$ cat src/rtl/sram_arb_pkg.sv
// rtl/sram_arb_pkg.sv - shared widths, starvation limit and FSM state encoding for sram_arbiter
package sram_arb_pkg;

  localparam int ADDR_W_DEF   = 32;
  localparam int DATA_W_DEF   = 32;
  localparam int LINE_W_DEF   = 64;
  localparam int MAX_WAIT_DEF = 3;

  typedef enum logic [1:0] {
    IDLE    = 2'd0,
    BUSY    = 2'd1,
    RELEASE = 2'd2
  } state_e;

endpackage

$ cat src/rtl/sram_arb_if.sv
// rtl/sram_arb_if.sv - requester ports and SRAM controller bus seen by sram_arbiter
interface sram_arb_if
  import sram_arb_pkg::*;
#(
  parameter int ADDR_W = ADDR_W_DEF,
  parameter int DATA_W = DATA_W_DEF,
  parameter int LINE_W = LINE_W_DEF
) ();

  logic              req0;
  logic              we0;
  logic [ADDR_W-1:0] addr0;
  logic [DATA_W-1:0] wdata0;
  logic              done0;
  logic [LINE_W-1:0] rdata0;

  logic              req1;
  logic              we1;
  logic [ADDR_W-1:0] addr1;
  logic [DATA_W-1:0] wdata1;
  logic              done1;
  logic [LINE_W-1:0] rdata1;

  logic              sram_wr_en;
  logic              sram_rd_en;
  logic [ADDR_W-1:0] sram_addr;
  logic [DATA_W-1:0] sram_wdata;
  logic [LINE_W-1:0] sram_rdata;
  logic              sram_ready;

  modport master (
    input  req0, we0, addr0, wdata0, req1, we1, addr1, wdata1, sram_rdata, sram_ready,
    output done0, rdata0, done1, rdata1, sram_wr_en, sram_rd_en, sram_addr, sram_wdata
  );

  modport slave (
    output req0, we0, addr0, wdata0, req1, we1, addr1, wdata1, sram_rdata, sram_ready,
    input  done0, rdata0, done1, rdata1, sram_wr_en, sram_rd_en, sram_addr, sram_wdata
  );

endinterface

$ cat src/rtl/sram_arb_pick.sv
// rtl/sram_arb_pick.sv - grant selection; SRAM_ARB_RR_EN selects round-robin over fixed priority
module sram_arb_pick
  import sram_arb_pkg::*;
#(
  parameter int MAX_WAIT = MAX_WAIT_DEF
) (
  input  logic       req0,
  input  logic       req1,
`ifdef SRAM_ARB_RR_EN
  input  logic       last_grant,
`else
  input  logic [1:0] win_cnt,
`endif
  output logic       gnt_valid,
  output logic       gnt_port
);

  always_comb begin
    gnt_valid = req0 | req1;
    gnt_port  = 1'b0;
`ifdef SRAM_ARB_RR_EN
    gnt_port  = req1 && (!req0 || !last_grant);
`else
    // port 1 overrides port 0 only once it has been passed over MAX_WAIT times
    gnt_port  = req1 && (!req0 || (int'(win_cnt) >= MAX_WAIT));
`endif
  end

endmodule

$ cat src/rtl/sram_arbiter.sv
// rtl/sram_arbiter.sv - two-port arbiter in front of the SRAM controller; SRAM_ARB_RR_EN selects round-robin
module sram_arbiter
  import sram_arb_pkg::*;
#(
  parameter int ADDR_W   = ADDR_W_DEF,
  parameter int DATA_W   = DATA_W_DEF,
  parameter int LINE_W   = LINE_W_DEF,
  parameter int MAX_WAIT = MAX_WAIT_DEF
) (
  input  logic       clk,
  input  logic       rst,
  sram_arb_if.master bus
);

  state_e            state_q, state_d;
  logic              owner_q, owner_d;
  logic              we_q, we_d;
  logic              first_q, first_d;
  logic [ADDR_W-1:0] addr_q, addr_d;
  logic [DATA_W-1:0] wdata_q, wdata_d;
  logic [LINE_W-1:0] rdata0_q, rdata0_d;
  logic [LINE_W-1:0] rdata1_q, rdata1_d;
  logic              gnt_valid, gnt_port;
  logic              complete, active;
`ifdef SRAM_ARB_RR_EN
  logic              last_q, last_d;
`else
  logic [1:0]        win_q, win_d;
`endif

  sram_arb_pick #(.MAX_WAIT(MAX_WAIT)) u_pick (
    .req0      (bus.req0),
    .req1      (bus.req1),
`ifdef SRAM_ARB_RR_EN
    .last_grant(last_q),
`else
    .win_cnt   (win_q),
`endif
    .gnt_valid (gnt_valid),
    .gnt_port  (gnt_port)
  );

  always_comb begin
    state_d  = state_q;
    owner_d  = owner_q;
    we_d     = we_q;
    first_d  = first_q;
    addr_d   = addr_q;
    wdata_d  = wdata_q;
    rdata0_d = rdata0_q;
    rdata1_d = rdata1_q;
    complete = 1'b0;
`ifdef SRAM_ARB_RR_EN
    last_d   = last_q;
`else
    win_d    = win_q;
`endif
    case (state_q)
      IDLE: begin
        if (gnt_valid) begin
          state_d = BUSY;
          owner_d = gnt_port;
          first_d = 1'b1;
          we_d    = gnt_port ? bus.we1    : bus.we0;
          addr_d  = gnt_port ? bus.addr1  : bus.addr0;
          wdata_d = gnt_port ? bus.wdata1 : bus.wdata0;
`ifdef SRAM_ARB_RR_EN
          last_d  = gnt_port;
`else
          if (gnt_port)
            win_d = 2'd0;
          else if (bus.req1 && win_q != 2'd3)
            win_d = win_q + 2'd1;
`endif
        end
      end
      BUSY: begin
        first_d = 1'b0;
        // the controller idles with ready=1, so the first BUSY cycle cannot be completion
        if (!first_q && bus.sram_ready) begin
          complete = 1'b1;
          state_d  = RELEASE;
          if (owner_q)
            rdata1_d = bus.sram_rdata;
          else
            rdata0_d = bus.sram_rdata;
        end
      end
      RELEASE: state_d = IDLE;
      default: state_d = IDLE;
    endcase
  end

  always_ff @(posedge clk or negedge rst) begin
    if (!rst) begin
      state_q  <= IDLE;
      owner_q  <= 1'b0;
      we_q     <= 1'b0;
      first_q  <= 1'b0;
      addr_q   <= '0;
      wdata_q  <= '0;
      rdata0_q <= '0;
      rdata1_q <= '0;
`ifdef SRAM_ARB_RR_EN
      last_q   <= 1'b1;
`else
      win_q    <= 2'd0;
`endif
    end else begin
      state_q  <= state_d;
      owner_q  <= owner_d;
      we_q     <= we_d;
      first_q  <= first_d;
      addr_q   <= addr_d;
      wdata_q  <= wdata_d;
      rdata0_q <= rdata0_d;
      rdata1_q <= rdata1_d;
`ifdef SRAM_ARB_RR_EN
      last_q   <= last_d;
`else
      win_q    <= win_d;
`endif
    end
  end

  // enables stay up through RELEASE so the controller counter wraps to 0
  assign active         = (state_q == BUSY) || (state_q == RELEASE);
  assign bus.sram_wr_en = active & we_q;
  assign bus.sram_rd_en = active & ~we_q;
  assign bus.sram_addr  = addr_q;
  assign bus.sram_wdata = wdata_q;
  assign bus.done0      = complete & ~owner_q;
  assign bus.done1      = complete & owner_q;
  assign bus.rdata0     = bus.done0 ? bus.sram_rdata : rdata0_q;
  assign bus.rdata1     = bus.done1 ? bus.sram_rdata : rdata1_q;

endmodule
$ cat src/flat_wrapper.sv
// flat-port wrapper written by rule: the top's interface ports become plain ports
module sram_arbiter_flat import sram_arb_pkg::*;
#(
  parameter int ADDR_W   = ADDR_W_DEF,
  parameter int DATA_W   = DATA_W_DEF,
  parameter int LINE_W   = LINE_W_DEF,
  parameter int MAX_WAIT = MAX_WAIT_DEF
)
  (clk, rst, bus_req0, bus_we0, bus_addr0, bus_wdata0, bus_req1, bus_we1, bus_addr1, bus_wdata1, bus_sram_rdata, bus_sram_ready, bus_done0, bus_rdata0, bus_done1, bus_rdata1, bus_sram_wr_en, bus_sram_rd_en, bus_sram_addr, bus_sram_wdata);
  sram_arb_if #(.ADDR_W(ADDR_W), .DATA_W(DATA_W), .LINE_W(LINE_W)) bus_i ();
  input  logic clk;
  input  logic rst;
  input wire logic [$bits(bus_i.req0)-1:0] bus_req0;
  input wire logic [$bits(bus_i.we0)-1:0] bus_we0;
  input wire logic [$bits(bus_i.addr0)-1:0] bus_addr0;
  input wire logic [$bits(bus_i.wdata0)-1:0] bus_wdata0;
  input wire logic [$bits(bus_i.req1)-1:0] bus_req1;
  input wire logic [$bits(bus_i.we1)-1:0] bus_we1;
  input wire logic [$bits(bus_i.addr1)-1:0] bus_addr1;
  input wire logic [$bits(bus_i.wdata1)-1:0] bus_wdata1;
  input wire logic [$bits(bus_i.sram_rdata)-1:0] bus_sram_rdata;
  input wire logic [$bits(bus_i.sram_ready)-1:0] bus_sram_ready;
  output wire logic [$bits(bus_i.done0)-1:0] bus_done0;
  output wire logic [$bits(bus_i.rdata0)-1:0] bus_rdata0;
  output wire logic [$bits(bus_i.done1)-1:0] bus_done1;
  output wire logic [$bits(bus_i.rdata1)-1:0] bus_rdata1;
  output wire logic [$bits(bus_i.sram_wr_en)-1:0] bus_sram_wr_en;
  output wire logic [$bits(bus_i.sram_rd_en)-1:0] bus_sram_rd_en;
  output wire logic [$bits(bus_i.sram_addr)-1:0] bus_sram_addr;
  output wire logic [$bits(bus_i.sram_wdata)-1:0] bus_sram_wdata;
  assign bus_i.req0 = bus_req0;
  assign bus_i.we0 = bus_we0;
  assign bus_i.addr0 = bus_addr0;
  assign bus_i.wdata0 = bus_wdata0;
  assign bus_i.req1 = bus_req1;
  assign bus_i.we1 = bus_we1;
  assign bus_i.addr1 = bus_addr1;
  assign bus_i.wdata1 = bus_wdata1;
  assign bus_i.sram_rdata = bus_sram_rdata;
  assign bus_i.sram_ready = bus_sram_ready;
  assign bus_done0 = bus_i.done0;
  assign bus_rdata0 = bus_i.rdata0;
  assign bus_done1 = bus_i.done1;
  assign bus_rdata1 = bus_i.rdata1;
  assign bus_sram_wr_en = bus_i.sram_wr_en;
  assign bus_sram_rd_en = bus_i.sram_rd_en;
  assign bus_sram_addr = bus_i.sram_addr;
  assign bus_sram_wdata = bus_i.sram_wdata;
  sram_arbiter #(.ADDR_W(ADDR_W), .DATA_W(DATA_W), .LINE_W(LINE_W), .MAX_WAIT(MAX_WAIT)) u_core (.clk(clk), .rst(rst), .bus(bus_i));
endmodule
$ cat config.mk
export PLATFORM = sky130hd
export DESIGN_NAME = sram_arbiter_flat
export DESIGN_NICKNAME = d
export VERILOG_FILES = /design/src/rtl/sram_arb_pkg.sv /design/src/rtl/sram_arb_if.sv /design/src/rtl/sram_arb_pick.sv /design/src/rtl/sram_arbiter.sv /design/src/flat_wrapper.sv
export SDC_FILE = /design/constraint.sdc
export NUM_CORES = 1
export LEC_CHECK = 0
export ABC_AREA = 1
export BUFFER_PORTS_ARGS = -buffer_cell sky130_fd_sc_hd__buf_2
export CORE_ASPECT_RATIO = 0.6
export CORE_MARGIN = 2
export CORE_UTILIZATION = 40
export DETAILED_ROUTE_END_ITERATION = 7
export PLACE_DENSITY = 0.75
export SYNTH_ARGS = -nofsm -noshare
export SYNTH_HDL_FRONTEND = slang
export SYNTH_SLANG_ARGS = --single-unit
$ cat constraint.sdc
create_clock -name clk -period 3.8 [get_ports clk]
set_input_delay 0.76 -clock clk [delete_from_list [all_inputs] [get_ports clk]]
set_output_delay 0.76 -clock clk [all_outputs]
set_load 0.1 [all_outputs]
==> flow_metrics.tcl, run 1 <==
set metrics [dict create \
    status "complete, no violations" \
    area_growth_pct 42.7 \
    final_hold_viol_count 0 \
    highest_layer "met4" \
    max_slew.worst_pin.slew_ns 0.691 \
    antenna_left 0 \
    die_h_um 121 \
    yosysWarnings 0 \
    regToRegSetupSlack_ns 1.64 \
    htree_levels 4 \
    wl_met1_um 11100 \
    rows 42 \
    end_kind "primary output" \
    drtIter0Drc 454 \
    worstRegToRegCells 6 \
    layout.nets 1719 \
    grt_setup_unrepaired "false" \
    synth_top_area_share_pct 54.7 \
    routed_via_density 4.73 \
    yosysSeqAreaShare_pct 54.7 \
    layout_commonest_cell "nand2_1" \
    place.gp.congestion 0.860 \
    synth_fp_nets 1357 \
    grt_pass1_wl_um 41200 \
    relSlewSlack_pct 53.9 \
    wl_met2_um 12000 \
    multiInputGateArea_mm2 0.00302 \
    clock_path_buffers 2 \
    avgRoutedWirePerCell_um 13.9 \
    coreArea_mm2 0.0222 \
    synth_area_leader_cell "dfrtp_1" \
    max_freq_mhz 290 \
    path_class "flop to primary output" \
    slowest_stage "dfrtp_1" \
    num_io_pins 395 \
    ctsResizeCount 0 \
    critPathMaxFanout 63 \
    post-route-min-period_ns 3.45 \
    cts_tree "built" \
    grt_max_degree 78 \
    grt_pass1_vias 8244 \
    clock_sinks 199 \
    antenna_found_initial 1 \
    final_cell_mix "337 x nand2_1, 325 x buf_2, 208 x inv_1" \
    hold_path_class "input port to async pin" \
    reg2reg_from "u_core.state_q[1]" \
    io_buffers 394 \
    crit_chain "inv_1 > ha_1 > nand3_4 > buf_4 > buf_12 > o21ai_0 > buf_12" \
    clock_latency_ns 0.44 \
    whs_ns 0.325 \
    setup_violations 0 \
    clock_skew_ns 0.00867 \
    drc 0 \
    drv_cap 0 \
    cts_made_buffers 17 \
    required_ns 3.04 \
    syn-mean-instance-area_um2 7.89 \
    grt_usage_pct 21.7 \
    period_share_pct 90.7 \
    syn_area_mm2 0.00911 \
    hpwlAfterDp_um 18800 \
    path_clk_slew_ns 0.07 \
    yosysUniqueCellTypes 18 \
    vias 8695 \
    ff_latch_area_mm2 0.00498 \
    fp.dieW_um 199 \
    cp.arrival_ns 2.69 \
    n_fill_cell 1948 \
    synth_cells 1155 \
    synth_seq_cells 199 \
    crit_path_start_kind "flop" \
    max_stage_delay_ns 0.40 \
    cts_setup_buffers 0 \
    reg2reg_to "u_core.rdata1_q[50]" \
    die_area_mm2 0.0240 \
    start_util_pct 41.1 \
    drive_gt1_share_pct 29.5 \
    overflow 0 \
    met3WireLength_um 1950 \
    hold_buffers 0 \
    slew_viol_final 0 \
    path_common_cell "buf_12" \
    cts_root_buf "clkbuf_16" \
    routed_wl_um 25600 \
    synth_area_leaders "dfrtp_1 55%, nand2_1 14%, inv_1 8.6%" \
    drtPass1Iterations 5 \
]
-- worst max-delay path, delay by kind of cell, from the launching register on --
kind,cells,cell delay [ns]
compound gates,1,0.38
fa+ha+maj,1,0.30
buf+inv,4,0.81
flops,1,0.40
simple gates,1,0.32
-- registers in the layout (all words and copies together) (netlist names) --
name                   count
u_core.state_q             2
u_core.bus.sram_wdata     32
u_core.first_q             1
u_core.rdata1_q           64
u_core.bus.sram_addr      32
u_core.win_q               2
u_core.we_q                1
u_core.owner_q             1
u_core.rdata0_q           64
-- cell usage after synthesis --
cell type	count
inv_1	208
clkbuf_2	1
buf_6	1
dfrtp_1	199
ha_1	3
buf_1	4
nand2_1	339
nand3_1	133
nor2_1	2
buf_4	5
clkbuf_1	15
nand3_2	1
inv_2	1
nor2_2	1
o21ai_4	1
buf_2	45
o21ai_0	134
o21ai_1	62
-- area by class of cell --
cell class,count,share of cell area [%]
timing repair buffer,414,24.7
antenna,1,0.0192
multi-input combinational,676,23.2
inverter,209,6.03
clock buffer,18,3.30
clock inverter,14,1.44
sequential,199,38.3
tap,308,2.96
-- layer usage --
metal / global-route usage (%) / vias up
li1: - / 4306
met1: 28.0 / 4029
met2: 35.2 / 320
met3: 5.98 / 40
met4: 7.51 / 0
met5: 0 / -
-- through the flow --
stage	setup TNS [ns]	std cells	util (%)	setup WS, ns	cell area, µm²
after floorplan	-12.72	1155	-	-0.433	9110
after global placement	0	1806	55.9	0.510	12400
after detailed placement	0	1806	55.9	0.474	12400
after CTS	0	1838	58.6	0.312	13000
after global routing	0	1839	58.6	0.118	13000
final	0	1839	58.6	0.352	13000
-- cell families (layout without fill, tap and decap cells) --
kind of cell	count (synthesis)	after routing	share of synthesized area, %
other	0	1	0
adders and majority gates	3	3	0.412
and+or+nand+nor	476	476	21.5
buffers and inverters	280	655	12.5
AOI/OAI and AO/OA	197	197	10.9
DFF	199	199	54.7
-- worst max-delay path by stage --
stage | startpoint | endpoint | cells past startpoint
2_1_floorplan | bus_sram_ready | bus_rdata1[0] | 6
3_3_place_gp | bus_sram_ready | bus_rdata1[49] | 8
3_5_place_dp | bus_sram_ready | bus_rdata1[50] | 8
4_1_cts | u_core.state_q[1] | bus_rdata1[50] | 7
5_1_grt | u_core.state_q[1] | bus_rdata1[53] | 7
6_report | u_core.state_q[1] | bus_rdata1[50] | 7
Power of run 1 is not shown: default switching activity piles up to over one toggle a cycle in this logic, so the estimate is an artifact.
==> run 2, diff against run 1 <==
--- a/config.mk
+++ b/config.mk
@@ -12,6 +12,7 @@
 export CORE_UTILIZATION = 40
 export DETAILED_ROUTE_END_ITERATION = 7
 export PLACE_DENSITY = 0.75
+export RECOVER_POWER = 100
 export SYNTH_ARGS = -nofsm -noshare
 export SYNTH_HDL_FRONTEND = slang
 export SYNTH_SLANG_ARGS = --single-unit
==> run 2 against run 1 <==
  * The flow now finishes with violations (capacitance limit, slew limit)
  * Critical path depth is the same
  * Register-to-register slack worse by 0.08 ns
  * Cell area is 1.4% lower
  * Cell count is the same
  * Die area is the same
  * Maximum frequency decreased by 2.1%
  * Sequential share of layout area rose by 0.53 points
  * Critical endpoint is now bus_rdata1[47]
==> flow_metrics.tcl, run 2 (synthesized netlist as in run 1, its figures left out) <==
set metrics [dict create \
    max_slew.worst_pin.slew_ns 1.95 \
    avgRoutedWirePerCell_um 13.9 \
    grt_setup_unrepaired "false" \
    die_area_mm2 0.0240 \
    grt_pass1_vias 8244 \
    cts_setup_buffers 0 \
    cts_root_buf "clkbuf_16" \
    post-route-min-period_ns 3.52 \
    final_cell_mix "337 x nand2_1, 208 x inv_1, 199 x dfrtp_1" \
    critPathTopFamily "buffers and inverters" \
    antenna_left 0 \
    clock_path_buffers 2 \
    relSlewSlack_pct -29.9 \
    hold_buffers 0 \
    n_fill_cell 1988 \
    die_h_um 121 \
    rows 42 \
    slowest_stage "clkbuf_2" \
    slew_viol_final 115 \
    crit_chain "inv_1 > ha_1 > nand3_4 > buf_4 > buf_12 > o21ai_0 > clkbuf_2" \
    violations "capacitance limit, slew limit" \
    routed_wl_um 25600 \
    vias 8662 \
    cts_tree "built" \
    overflow 0 \
    htree_levels 4 \
    hold_path_class "flop to flop" \
    place.gp.congestion 0.860 \
    drtIter0Drc 463 \
    cts_made_buffers 17 \
    area_growth_pct 40.8 \
    critPathMaxFanout 63 \
    path_class "flop to primary output" \
    start_util_pct 41.1 \
    num_io_pins 395 \
    path_clk_slew_ns 0.07 \
    required_ns 3.04 \
    drc 0 \
    ff_latch_area_mm2 0.00498 \
    routed_via_density 4.71 \
    io_buffers 394 \
    whs_ns 0.477 \
    end_kind "primary output" \
    critPathBufInv 4 \
    max_stage_delay_ns 0.50 \
    ctsResizeCount 0 \
    layout_commonest_cell "nand2_1" \
    coreArea_mm2 0.0222 \
    drtPass1Iterations 7 \
    antenna_found_initial 1 \
    final_hold_viol_count 0 \
    drive_gt1_share_pct 24.8 \
    clock_latency_ns 0.44 \
    hpwlAfterDp_um 18800 \
    top_regs "u_core.rdata0_q (64), u_core.rdata1_q (64)" \
    period_share_pct 92.7 \
    clock_sinks 199 \
    cp.arrival_ns 2.76 \
    grt_usage_pct 21.7 \
    multiInputGateArea_mm2 0.00302 \
    crit_path_start_kind "flop" \
    drv_cap 2 \
    max_freq_mhz 284 \
    fp.dieW_um 199 \
    setup_violations 0 \
    status "finished, violations left" \
    grt_pass1_wl_um 41200 \
    grt_max_degree 78 \
    layout.nets 1719 \
    clock_skew_ns 0.0131 \
]
-- run 2: cell types whose count changed in the layout (fill, tap and decap cells not counted) --
cell      delta
buf_12       -4
buf_2      -129
buf_4        -7
clkbuf_1    +73
clkbuf_2    +68
clkbuf_8     -1
o21ai_0     +96
o21ai_1     -96
-- run 2: area by class of cell --
cell class / instances / share of cell area, %
multi-input cells: 676 / 23.6
repair buffers: 414 / 23.7
clock inverters: 14 / 1.46
diodes: 1 / 0.0195
inverters: 209 / 6.12
flip-flops and latches: 199 / 38.8
well taps: 308 / 3.00
clock buffers: 18 / 3.35
-- run 2: final timing paths --
| path | start | end | slack (ns) | depth (start not counted) |
|---|---|---|---|---|
| min in group asynchronous | rst | u_core.bus.sram_addr[20] | 0.83 | 1 |
| max in group asynchronous | rst | u_core.rdata0_q[7] | 0.93 | 2 |
| min | u_core.rdata0_q[61] | u_core.rdata0_q[61] | 0.48 | 2 |
| max | u_core.state_q[1] | bus_rdata1[47] | 0.28 | 7 |
| min reg2reg | u_core.rdata0_q[61] | u_core.rdata0_q[61] | 0.48 | 2 |
| max reg2reg | u_core.win_q[0] | u_core.bus.sram_wdata[0] | 1.56 | 8 |
-- run 2: worst min-delay path, delay by kind of cell (launching register included) --
family	cells	cell delay (ns)
flip-flops	1	0.32
AND/OR/NAND/NOR	1	0.06
AO/OA/AOI/OAI	1	0.06
-- run 2: per-stage QoR --
| step | cell area (µm²) | instances | setup TNS [ns] | util, % | worst slack (ns) |
|---|---|---|---|---|---|
| 6_report | 12800 | 1839 | 0 | 57.8 | 0.279 |
| 3_3_place_gp | 12400 | 1806 | 0 | 55.9 | 0.510 |
| 3_5_place_dp | 12400 | 1806 | 0 | 55.9 | 0.474 |
| 5_1_grt | 12800 | 1839 | 0 | 57.8 | 0.0767 |
| 4_1_cts | 13000 | 1838 | 0 | 58.6 | 0.312 |
| 2_1_floorplan | 9110 | 1155 | -12.72 | - | -0.433 |
-- run 2: metal layers --
metal | wire length (µm) | track usage (%) | up-vias
li1 | - | - | 4296
met1 | 11300 | 28.0 | 4020
met2 | 12000 | 35.2 | 312
met3 | 1890 | 5.98 | 34
met4 | 499 | 7.51 | 0
met5 | 0 | 0 | -
Power of run 2 is left out for the same reason.
==> run 3, diff against run 2 <==
--- a/config.mk
+++ b/config.mk
@@ -9,9 +9,9 @@
 export BUFFER_PORTS_ARGS = -buffer_cell sky130_fd_sc_hd__buf_2
 export CORE_ASPECT_RATIO = 0.6
 export CORE_MARGIN = 2
-export CORE_UTILIZATION = 40
+export CORE_UTILIZATION = 45
 export DETAILED_ROUTE_END_ITERATION = 7
-export PLACE_DENSITY = 0.75
+export PLACE_DENSITY = 0.82
 export RECOVER_POWER = 100
 export SYNTH_ARGS = -nofsm -noshare
 export SYNTH_HDL_FRONTEND = slang
==> run 3 against run 2 <==
  * The run still ends with capacitance limit, slew limit left
  * Via count is 0.33% lower
  * Wire length down 4.4%
  * Flip-flop and latch count did not move
  * Worst hold slack better by 0.0040 ns
  * Global-route usage rose by 1.4 points
  * Critical path depth unchanged
==> flow_metrics.tcl, run 3 (synthesized netlist as in run 1, its figures left out) <==
set metrics [dict create \
    status "finished, violations left" \
    violations "capacitance limit, slew limit" \
    crit_path_start_kind "flop" \
    grt_max_degree 92 \
    grt-busiest-layer "met2" \
    fp.dieW_um 188 \
    hold_buffers 0 \
    gr-usage-met1_pct 31.6 \
    overflow 0 \
    layout.nets 1713 \
    grt_pass1_wl_um 40200 \
    path_class "flop to primary output" \
    vias 8633 \
    hold_path_class "flop to flop" \
    path_clk_slew_ns 0.07 \
    relSlewSlack_pct -93.6 \
    antenna_left 0 \
    drtPass1Iterations 5 \
    period_share_pct 90.7 \
    slew_viol_final 158 \
    io_buffers 394 \
    critPathMaxFanout 41 \
    post-route-min-period_ns 3.45 \
    clock_sinks 199 \
    clock_latency_ns 0.43 \
    area_growth_pct 28.5 \
    drc 0 \
    die_h_um 114 \
    layout_commonest_cell "nand2_1" \
    cts_setup_buffers 0 \
    max_slew.worst_pin.slew_ns 2.90 \
    use_met3_pct 5.70 \
    routed_via_density 4.80 \
    crit_chain "inv_1 > ha_1 > nand3_4 > clkbuf_1 > nand2_1 > o21ai_1 > clkbuf_2" \
    use_met2_pct 36.3 \
    routed_wl_um 24500 \
    drtIter0Drc 621 \
    critPathTopFamily "buffers and inverters" \
    setup_violations 0 \
    max_stage_delay_ns 0.49 \
    avgRoutedWirePerCell_um 13.6 \
    drive_gt1_share_pct 24.3 \
    final_cell_mix "338 x nand2_1, 208 x inv_1, 199 x dfrtp_1" \
    ctsResizeCount 0 \
    grt_usage_pct 23.1 \
    n_antenna_cell 0 \
    final_hold_viol_count 0 \
    critPathBufInv 3 \
    cts_root_buf "clkbuf_16" \
    slowest_stage "clkbuf_2" \
    top_regs "u_core.rdata0_q (64), u_core.rdata1_q (64)" \
    clock_path_buffers 2 \
    start_util_pct 45.7 \
    htree_levels 4 \
    num_io_pins 395 \
    antenna_found_initial 0 \
    rows 40 \
    cp.arrival_ns 2.69 \
    die_area_mm2 0.0214 \
    whs_ns 0.481 \
    grt_pass1_vias 8038 \
    end_kind "primary output" \
    required_ns 3.04 \
    cts_made_buffers 17 \
    cts_tree "built" \
    hpwlAfterDp_um 17700 \
    place.gp.congestion 0.873 \
    coreArea_mm2 0.0199 \
    grt_setup_unrepaired "false" \
    clock_skew_ns 0.0126 \
    drv_cap 2 \
    max_freq_mhz 290 \
]
-- run 3: changes by cell type in the layout (fill, tap and decap cells not counted), sizes merged --
cell      previous run  this run
buf                273       204
clkbuf             159       223
bufinv               3         1
clkinv               4         6
diode                1         0
clkinvlp             1         2
inv                215       213
-- run 3: layer usage --
| metal | share of wire (%) | vias to the layer above | wire (µm) |
|---|---|---|---|
| li1 | - | 4280 | - |
| met1 | 44 | 3956 | 10900 |
| met2 | 46 | 351 | 11300 |
| met3 | 7.4 | 46 | 1810 |
| met4 | 2.2 | 0 | 535 |
| met5 | 0 | - | 0 |
-- run 3: layout make-up --
cell class | instances | area (µm²)
tap | 273 | 342
clock inverter | 13 | 120
clock buffer | 19 | 433
sequential | 199 | 4980
fill | 1837 | 8210
multi-input combinational | 676 | 3020
inverter | 209 | 785
timing repair buffer | 408 | 2030
-- run 3: path summary, 6_finish.rpt --
check,endpoint,start,cells past startpoint,slack [ns]
min in group asynchronous,u_core.bus.sram_addr[20],rst,1,0.97
hold / removal,u_core.bus.sram_addr[16],u_core.bus.sram_addr[16],2,0.48
max in group asynchronous,u_core.rdata0_q[50],rst,2,0.79
hold reg to reg,u_core.bus.sram_addr[16],u_core.bus.sram_addr[16],2,0.48
setup reg to reg,u_core.bus.sram_wdata[10],u_core.win_q[0],8,1.34
setup / recovery,bus_rdata0[57],u_core.state_q[1],7,0.35
-- run 3: worst min-delay path, delay by kind of cell, from the launching register on --
family           cells  cell delay (ns)
and+or+nand+nor      2             0.11
DFF                  1             0.34
-- run 3: stage by stage --
step / util, % / std cells / setup slack (ns) / cell area (µm²) / setup TNS, ns
floorplan: - / 1155 / -0.433 / 9110 / -12.72
global placement: 56.6 / 1765 / 0.598 / 11300 / 0
detailed placement: 56.6 / 1765 / 0.549 / 11300 / 0
CTS: 59.4 / 1797 / 0.396 / 11800 / 0
global route: 58.8 / 1797 / 0.151 / 11700 / 0
finish: 58.8 / 1797 / 0.353 / 11700 / 0
Power of run 3 is left out for the same reason.
